File: src/rtl/seven_segment_scanner.sv
// seven_segment_scanner: double-buffered 8-digit BCD display scanner with leading-zero blanking (in: clk, rst_n, BCD_number, load, blank_lz; out: AN, SEG, DP, frame_done)
module seven_segment_scanner #(
  parameter int REFRESH_DIV = 100000
) (
  input  logic        clk,
  input  logic        rst_n,
  input  logic [31:0] BCD_number,
  input  logic        load,
  input  logic        blank_lz,
  output logic [7:0]  AN,
  output logic [6:0]  SEG,
  output logic        DP,
  output logic        frame_done
);
  localparam int W = $clog2(REFRESH_DIV);
  logic [W-1:0] div_q, div_d;
  logic [2:0]   idx_q, top;
  logic [31:0]  disp_q, pend_q;
  logic         pend_v_q, bnd_q, fd_q;
  logic [7:0]   an_q, an_d;
  logic [6:0]   seg_q, seg_d, dec;
  logic [3:0]   nib;
  logic         tick, bnd, blank;
  assign tick  = div_q == W'(REFRESH_DIV - 1);
  assign bnd   = tick && idx_q == 3'd7;
  assign div_d = tick ? '0 : div_q + 1'b1;
  assign nib   = disp_q[{idx_q, 2'b00} +: 4];
  always_comb begin
    top = '0;
    for (int i = 0; i < 8; i++) if (disp_q[4*i +: 4] != 4'd0) top = 3'(i);
  end
  always_comb begin
    case (nib)
      4'd0: dec = 7'h40;
      4'd1: dec = 7'h79;
      4'd2: dec = 7'h24;
      4'd3: dec = 7'h30;
      4'd4: dec = 7'h19;
      4'd5: dec = 7'h12;
      4'd6: dec = 7'h02;
      4'd7: dec = 7'h78;
      4'd8: dec = 7'h00;
      4'd9: dec = 7'h10;
      default: dec = 7'h3F;
    endcase
  end
  assign blank = blank_lz && idx_q > top;
  assign an_d  = blank ? 8'hFF : ~(8'd1 << idx_q);
  assign seg_d = blank ? 7'h7F : dec;
  always_ff @(posedge clk or negedge rst_n) begin
    if (!rst_n) begin
      div_q    <= '0;
      idx_q    <= '0;
      disp_q   <= '0;
      pend_q   <= '0;
      pend_v_q <= 1'b0;
      bnd_q    <= 1'b0;
      fd_q     <= 1'b0;
      an_q     <= 8'hFF;
      seg_q    <= 7'h7F;
    end else begin
      div_q    <= div_d;
      idx_q    <= tick ? idx_q + 3'd1 : idx_q;
      bnd_q    <= bnd;
      fd_q     <= bnd_q;
      an_q     <= an_d;
      seg_q    <= seg_d;
      pend_q   <= load ? BCD_number : pend_q;
      pend_v_q <= load ? !bnd : (bnd ? 1'b0 : pend_v_q);
      disp_q   <= bnd ? (load ? BCD_number : (pend_v_q ? pend_q : disp_q)) : disp_q;
    end
  end
  assign AN         = an_q;
  assign SEG        = seg_q;
  assign DP         = 1'b1;
  assign frame_done = fd_q;
endmodule

File: config.mk
export PLATFORM = sky130hd
export DESIGN_NAME = seven_segment_scanner
export DESIGN_NICKNAME = d
export VERILOG_FILES = /design/src/rtl/seven_segment_scanner.sv
export SDC_FILE = /design/constraint.sdc
export NUM_CORES = 1
export LEC_CHECK = 0
export BUFFER_PORTS_ARGS = -buffer_cell sky130_fd_sc_hd__buf_4
export CAP_MARGIN = 20
export CORE_UTILIZATION = 49
export CTS_CLUSTER_DIAMETER = 80
export DETAILED_ROUTE_END_ITERATION = 8
export GPL_ROUTABILITY_DRIVEN = 0
export PLACE_DENSITY = 0.69
export SLEW_MARGIN = 20
export SYNTH_ARGS = -nofsm -noshare
export SYNTH_HDL_FRONTEND = slang
export SYNTH_SLANG_ARGS = --single-unit
File: constraint.sdc
create_clock -name clk -period 5.17 [get_ports clk]
set_input_delay 0.517 -clock clk [delete_from_list [all_inputs] [get_ports clk]]
set_output_delay 0.517 -clock clk [all_outputs]
set_load 0.005 [all_outputs]
==> results of run 1 <==
==> stage by stage <==
stage	worst slack, ns	hold WS, ns	utilization (%)	total power [mW]
after global routing	2.07	0.238	58.7	1.49
after global placement	2.36	0.333	56.3	0.921
after floorplan	2.70	0.221	-	0.877
after CTS	2.32	0.200	58.7	1.46
final	2.33	0.186	58.7	1.44
after detailed placement	2.34	0.335	56.3	0.923
==> worst max-delay path: stages (launching register included) <==
cell	delay, ns
sky130_fd_sc_hd__dfrtp_1	0.40
sky130_fd_sc_hd__or4_1	0.53
sky130_fd_sc_hd__nand2b_1	0.18
sky130_fd_sc_hd__a21oi_1	0.14
sky130_fd_sc_hd__nor2_1	0.06
sky130_fd_sc_hd__ha_1	0.28
sky130_fd_sc_hd__nor2b_1	0.13
sky130_fd_sc_hd__o21a_1	0.16
sky130_fd_sc_hd__o211ai_1	0.57
sky130_fd_sc_hd__and2_1	0.26
sky130_fd_sc_hd__nand2_1	0.08
==> flip-flops by register name, indices dropped and copies added (netlist names) <==
register    count
AN              8
SEG             7
bnd_q           1
disp_q         32
div_q          17
frame_done      1
idx_q           3
pend_q         32
pend_v_q        1
==> layer usage <==
layer	share of wire, %	GRT usage (%)
met3	3.2	3.97
met4	2.1	7.92
met2	47	29.4
met5	0	0
met1	47	23.3
==> kinds of logic after synthesis <==
| logic type | synth area share (%) |
|---|---|
| flip-flops | 56.4 |
| multiplexers | 22.6 |
| AND/OR/NAND/NOR | 8.29 |
| buffers and inverters | 3.21 |
| AO/OA/AOI/OAI | 2.25 |
| XOR/XNOR | 3.07 |
| adder cells (fa/ha/maj) | 4.12 |
| other | 0.0823 |
==> power by group through the flow <==
stage                     registers (mW)  clock network [mW]  logic (mW)
after floorplan                    0.842                   0      0.0351
after global placement             0.843                   0      0.0785
after detailed placement           0.844                   0      0.0795
after CTS                          0.828               0.547      0.0800
after global routing               0.831               0.574      0.0874
final                              0.828               0.532      0.0775
==> placed cells by master, fill, tap and decap left out, types with 5 or more instances in the layout <==
master and n:
sky130_fd_sc_hd__o21ai_0 6, sky130_fd_sc_hd__nand3_1 6, sky130_fd_sc_hd__dfrtp_1 87, sky130_fd_sc_hd__dfstp_2 15
sky130_fd_sc_hd__mux4_1 6, sky130_fd_sc_hd__mux2_1 5, sky130_fd_sc_hd__nor2_1 18, sky130_fd_sc_hd__mux2_2 61
sky130_fd_sc_hd__nor4_1 8, sky130_fd_sc_hd__buf_4 53, sky130_fd_sc_hd__ha_1 15, sky130_fd_sc_hd__clkbuf_8 9
sky130_fd_sc_hd__xor2_1 6, sky130_fd_sc_hd__nand2_1 23, sky130_fd_sc_hd__xnor2_1 10, sky130_fd_sc_hd__inv_1 9
sky130_fd_sc_hd__mux2i_1 6
==> how the worst max path moves through the flow <==
stage / from / endpoint / slack (ns) / depth (start not counted)
2_1_floorplan: disp_q[20]$_DFFE_PN0P_ / AN[4]$_DFF_PN1_ / 2.70 / 11
3_3_place_gp: disp_q[20]$_DFFE_PN0P_ / AN[2]$_DFF_PN1_ / 2.36 / 10
6_report: disp_q[20]$_DFFE_PN0P_ / AN[0]$_DFF_PN1_ / 2.33 / 10
3_5_place_dp: disp_q[20]$_DFFE_PN0P_ / AN[0]$_DFF_PN1_ / 2.34 / 10
4_1_cts: disp_q[20]$_DFFE_PN0P_ / AN[0]$_DFF_PN1_ / 2.32 / 10
5_1_grt: disp_q[21]$_DFFE_PN0P_ / AN[0]$_DFF_PN1_ / 2.07 / 10
==> area by class of cell <==
type | instances | area [um2]
inverter | 10 | 37.5
multi-input combinational | 205 | 1840
sequential | 102 | 2570
fill | 709 | 3650
tap | 108 | 135
timing repair buffer | 53 | 398
clock buffer | 9 | 124
clock inverter | 7 | 91.3
==> impl_results.md, run 1 <==
- Count of cells resized by post-cts repair: 0
- Power share of the sequential group: between 50% and 60%
- Syn_nets: 382
- Reg clk slew, reported paths: 0.10 ns
- Reg2reg path depth: 10
- Number of nets in the layout: 432
- Overall die area: 0.00969 mm2
- Number of enable-type register cells in the synthesized netlist: 0
- Routed via count: about 2.6k
- Post-Synthesis Cell Area: about 0.0046 mm2
- Routed len/inst: ~16 um
- Maximum achievable frequency: 352 MHz
- Synth area leaders: sky130_fd_sc_hd__dfrtp_1, sky130_fd_sc_hd__mux2_2, sky130_fd_sc_hd__dfstp_2, sky130_fd_sc_hd__ha_1, sky130_fd_sc_hd__mux4_1
- Number of violations of the max-capacitance limit: 0
- Setup repair after global routing missed its margin: false
- Relative area change from synthesis to final layout: 14.0%
- Global-route wire length before repair: 13600 um
- Gr ovfl total: 0
- Cell type with the highest aggregate area in the netlist: sky130_fd_sc_hd__dfrtp_1
- IO Count: 53
- H-tree depth: 3
- Peak supply drop: about 0.18 mV
- Synthesized area per cell: 13.8 um2
- Non-filler instance count after layout: a little under 500
- CTS sink count: roughly 100
- Worst Hold Class: in -> async
- Arrival time reported for the critical path endpoint: 3.15 ns
- Overall Global Routing Usage: 18.0%
- Number of max-slew violations in the final report: 0
- Ys async rst share: 100%
- DRC violation total after the first TritonRoute iteration: 47
- Clock period minus final worst setup slack: 2.84 ns
- Count of endpoints failing hold in the final timing report: 0
- Syn Inst Count: roughly 330
- CTS tree: yes
- Iteration count of the initial detailed-routing pass: 6
- Proportion of synthesized chip area in sequential cells: 56.4%
- Total negative setup slack: 0 ns
- Vias in the first global route: 2759
- Number of routed nets with antenna violations: 0
- Portion of total power attributed to the clock network: 37.0%
- Headroom to the max-slew limit: 52.8%
- Antenna violations before repair: 0
- Status: finished clean
- Total CTS buffers: 9
- Placed wire-length estimate: 5430 um
- Core area: 0.00885 mm2
- Instance area after placement: 0.00498 mm2
- Worst endpoint required time: ~5.5 ns
- Initial standard-cell utilization of the core: 51.5%
- Critical Path Start Type: register
- Share of cells above drive strength 1: 39.4%
- Type of the worst setup path: reg -> reg
- DRC violations left: 0
- Number of buffers between clock root and the deepest sink: 2
- Source of the worst register-to-register timing path: disp_q[20]$_DFFE_PN0P_
- Drt total wl: 7740 um
- Internal power contribution: about 1.1 mW
- Setup-failing EPs final: 0
- Commonest cells post-synth: sky130_fd_sc_hd__dfrtp_1, sky130_fd_sc_hd__mux2_2, sky130_fd_sc_hd__nand2_1, sky130_fd_sc_hd__nor2_1
- Number of cell rows: 34
- Worst slew pin tran: approximately 0.7 ns
- Final design instance area without fill: 0.00520 mm2
- Die W: 98.5 um
- Leakage dissipation: 2.49 nW
- Switching part of the total power: 23.6%
- CTS Root Buffer Type: sky130_fd_sc_hd__clkbuf_8
- Net Switching: approximately 0.34 mW
- Critical Path End Type: register
- Combinational cell fraction of total power: 5.4%
- Reg-to-reg setup timing slack: 2.33 ns
- Pin count of the biggest net entering global routing: 59
- Total number of yosys warnings: 0
- Most frequently used cell type in the post-synthesis netlist: sky130_fd_sc_hd__dfrtp_1
- Source-to-sink clock delay at the later pin of the worst-skew pair: 0.37 ns
- Height of the die: just under 100 um
- Per-cell via count in the routed design: 5.33
- Prevailing post-synth register cell: sky130_fd_sc_hd__dfrtp_1
- Post-synth cell types: 41
- Number of setup buffers added after CTS: 0
- Input/output buffers: 51
- Setup skew after layout: 0.0152 ns
- Number of cells after detailed placement: 478
- Count of hold buffers inserted by post-cts repair: 0
- Power density over the cells: 277 mW/mm2
- Final worst-path cycle share: around 55%
- Antenna Cells: 0
- Max FO, Critical Path: 11
- Yosys top cell area share: between 40% and 50%
- Synthesis-stage register bit count: 102
- Capturing point of the worst reg2reg path: AN[0]$_DFF_PN1_
No activity file was read; power rests on OpenSTA's default activity.
==> inputs of run 2 (changes only) <==
Clock period 5.17 ns to 2.8 ns, I/O delays scaled along.
==> impl_results.md, run 2 (synthesis results as in run 1) <==
- Number of cell rows: 34 (unchanged)
- Instance area after placement: 0.00504 mm2 (+1.1%)
- CTS Root Buffer Type: sky130_fd_sc_hd__clkbuf_8
- Number of nets in the layout: 437 (+1.2%)
- Number of cells after detailed placement: 482 (+0.84%)
- Final worst-path cycle share: 88.8% (+34 points)
- Number of routed nets with antenna violations: 0 (unchanged)
- CTS tree: yes
- Largest delay share family, worst path: simple AND/OR/NAND/NOR gates
- Non-filler instance count after layout: 499 (+1.0%)
- Worst endpoint required time: 3.09 ns (-2.38 ns)
- Input/output buffers: 51 (unchanged)
- Source-to-sink clock delay at the later pin of the worst-skew pair: 0.38 ns (about the same)
- Type of the worst setup path: reg -> reg
- Final design instance area without fill: 0.00525 mm2 (+0.91%)
- Routed via count: 2624 (-0.34%)
- Area of the multi-input gates: 0.00184 mm2 (unchanged)
- Max FO, Critical Path: 9 (-2)
- Critical Path Slowest Stage Cell: sky130_fd_sc_hd__or4_1
- Number of setup buffers added after CTS: 0 (unchanged)
- Count of hold buffers inserted by post-cts repair: 1 (+1)
- Antenna Cells: 0 (unchanged)
- Number of violations of the max-capacitance limit: 0 (unchanged)
- Leakage dissipation: 2.52 nW (+1.1%)
- Routed len/inst: 15.0 um (-4.1%)
- Total CTS buffers: 9 (unchanged)
- Crit path buffers/inverters: 1 (+1)
- Cell-by-cell listing of the critical path: or4_1, nand2b_1, a21oi_1, nor2_1, ha_1, nor2b_1, o21a_1, o211ai_1, buf_4, o21ai_0
- Count of cells resized by post-cts repair: 0 (unchanged)
- Relative area change from synthesis to final layout: 15.1%
- Arrival time reported for the critical path endpoint: 2.78 ns (-0.37 ns)
- Height of the die: 98.5 um (unchanged)
- Die W: 98.5 um (unchanged)
- Vias in the first global route: 2693 (-2.4%)
- FILL cells: 723 (+2.0%)
- Largest stage delay, worst path: 0.53 ns (-0.04 ns)
- Gr ovfl total: 0 (unchanged)
- CTS sink count: 102 (unchanged)
- Area taken by flip-flops and latches: 0.00257 mm2 (unchanged)
- Peak supply drop: 0.409 mV (+130%)
- Overall Global Routing Usage: 17.8% (-0.17 points)
- Headroom to the max-slew limit: 56.3% (+3.4 points)
- Core area: 0.00885 mm2 (unchanged)
- Setup-failing EPs final: 0 (unchanged)
- Overall die area: 0.00969 mm2 (unchanged)
- Biggest regs: disp_q (32), pend_q (32), div_q (17)
- Reg clk slew, reported paths: 0.11 ns (about the same)
- Worst Hold Class: in -> reg
- Share of cells above drive strength 1: 39.9% (+0.52 points)
- Count of endpoints failing hold in the final timing report: 0 (unchanged)
- Iteration count of the initial detailed-routing pass: 6 (unchanged)
- Power density over the cells: 493 mW/mm2 (+78%)
- DRC violation total after the first TritonRoute iteration: 55 (+17%)
- Critical Path Start Type: register
- Drt total wl: 7500 um (-3.1%)
- Most common cell after layout, fill and taps aside: sky130_fd_sc_hd__dfrtp_1
- Global-route wire length before repair: 13400 um (-1.5%)
- Antenna violations before repair: 0 (unchanged)
- Setup repair after global routing missed its margin: false
- Leading cell types in the layout, fill and taps excluded: sky130_fd_sc_hd__dfrtp_1, sky130_fd_sc_hd__mux2_2, sky130_fd_sc_hd__buf_4, sky130_fd_sc_hd__nand2_1, sky130_fd_sc_hd__nor2_1
- DRC violations left: 0 (unchanged)
- Placed wire-length estimate: 5330 um (-1.9%)
- Clock period minus final worst setup slack: 2.49 ns (-0.356 ns)
- Setup skew after layout: 0.0150 ns (-0.000179 ns)
- Total negative setup slack: 0 ns (unchanged)
- Pin count of the biggest net entering global routing: 53 (-10%)
- Maximum achievable frequency: 402 MHz (+14%)
- H-tree depth: 3 (unchanged)
- Number of buffers between clock root and the deepest sink: 2 (unchanged)
- IO Count: 53 (unchanged)
- Number of max-slew violations in the final report: 0 (unchanged)
- Per-cell via count in the routed design: 5.26 (-1.3%)
- Worst slew pin tran: 0.656 ns (-0.0486 ns)
- Status: finished clean
- Critical Path End Type: register
- Initial standard-cell utilization of the core: 51.5% (unchanged)
run 2: changes by cell type in the layout (fill, tap and decap cells not counted), sizes merged:
cell | before | now
buf | 53 | 57
clkinv | 1 | 3
bufinv | 1 | 0
clkinvlp | 1 | 0
dlygate4sd3 | 0 | 1
run 2: routing by layer:
metal  share of wire, %  vias to the layer above  global-route usage (%)
met1                 48                     1295                    24.1
met5                  0                        -                       0
li1                   -                     1274                       -
met4                1.4                        0                    6.54
met3                3.5                       11                    4.61
met2                 47                       44                    28.1
run 2: path summary, 6_finish.rpt:
path	from	endpoint	slack [ns]	depth (start not counted)
min	BCD_number[7]	pend_q[7]$_DFFE_PN0P_	0.14	2
min reg2reg	bnd_q$_DFF_PN0_	frame_done$_DFF_PN0_	0.37	0
max	disp_q[20]$_DFFE_PN0P_	SEG[5]$_DFF_PN1_	0.31	10
max reg2reg	disp_q[20]$_DFFE_PN0P_	SEG[5]$_DFF_PN1_	0.31	10
max in group asynchronous	rst_n	AN[3]$_DFF_PN1_	1.41	4
min in group asynchronous	rst_n	div_q[10]$_DFF_PN0_	0.46	2
run 2: final cells by class:
class | instances | area share, %
tap | 108 | 2.58
sequential | 102 | 49.0
multi-input combinational | 205 | 35.1
clock inverter | 7 | 1.41
timing repair buffer | 58 | 8.83
clock buffer | 9 | 2.36
inverter | 10 | 0.716
run 2: where the power goes:
| group | switching (mW) | internal (mW) | total (mW) |
|---|---|---|---|
| Clock | 0.560 | 0.353 | 0.913 |
| Sequential | 0.0107 | 1.52 | 1.53 |
| Combinational | 0.0687 | 0.0774 | 0.146 |
run 2: worst reg2reg max path: cells and delay by family, from the launching register on:
family / cells / cell delay [ns]
AND/OR/NAND/NOR: 4 / 0.89
flip-flops: 1 / 0.40
buffers and inverters: 1 / 0.20
adder cells (fa/ha/maj): 1 / 0.28
AO/OA/AOI/OAI: 4 / 0.62
run 2: stage by stage:
step           setup WS (ns)  hold slack, ns  power (mW)  util, %
6_report               0.312           0.143        2.59     59.3
5_1_grt                0.104           0.120        2.69     59.3
4_1_cts                0.299           0.123        2.62     59.3
3_5_place_dp           0.339           0.341        1.71     56.9
3_3_place_gp           0.387           0.334        1.70     56.9
2_1_floorplan          0.333         -0.0156        1.62        -
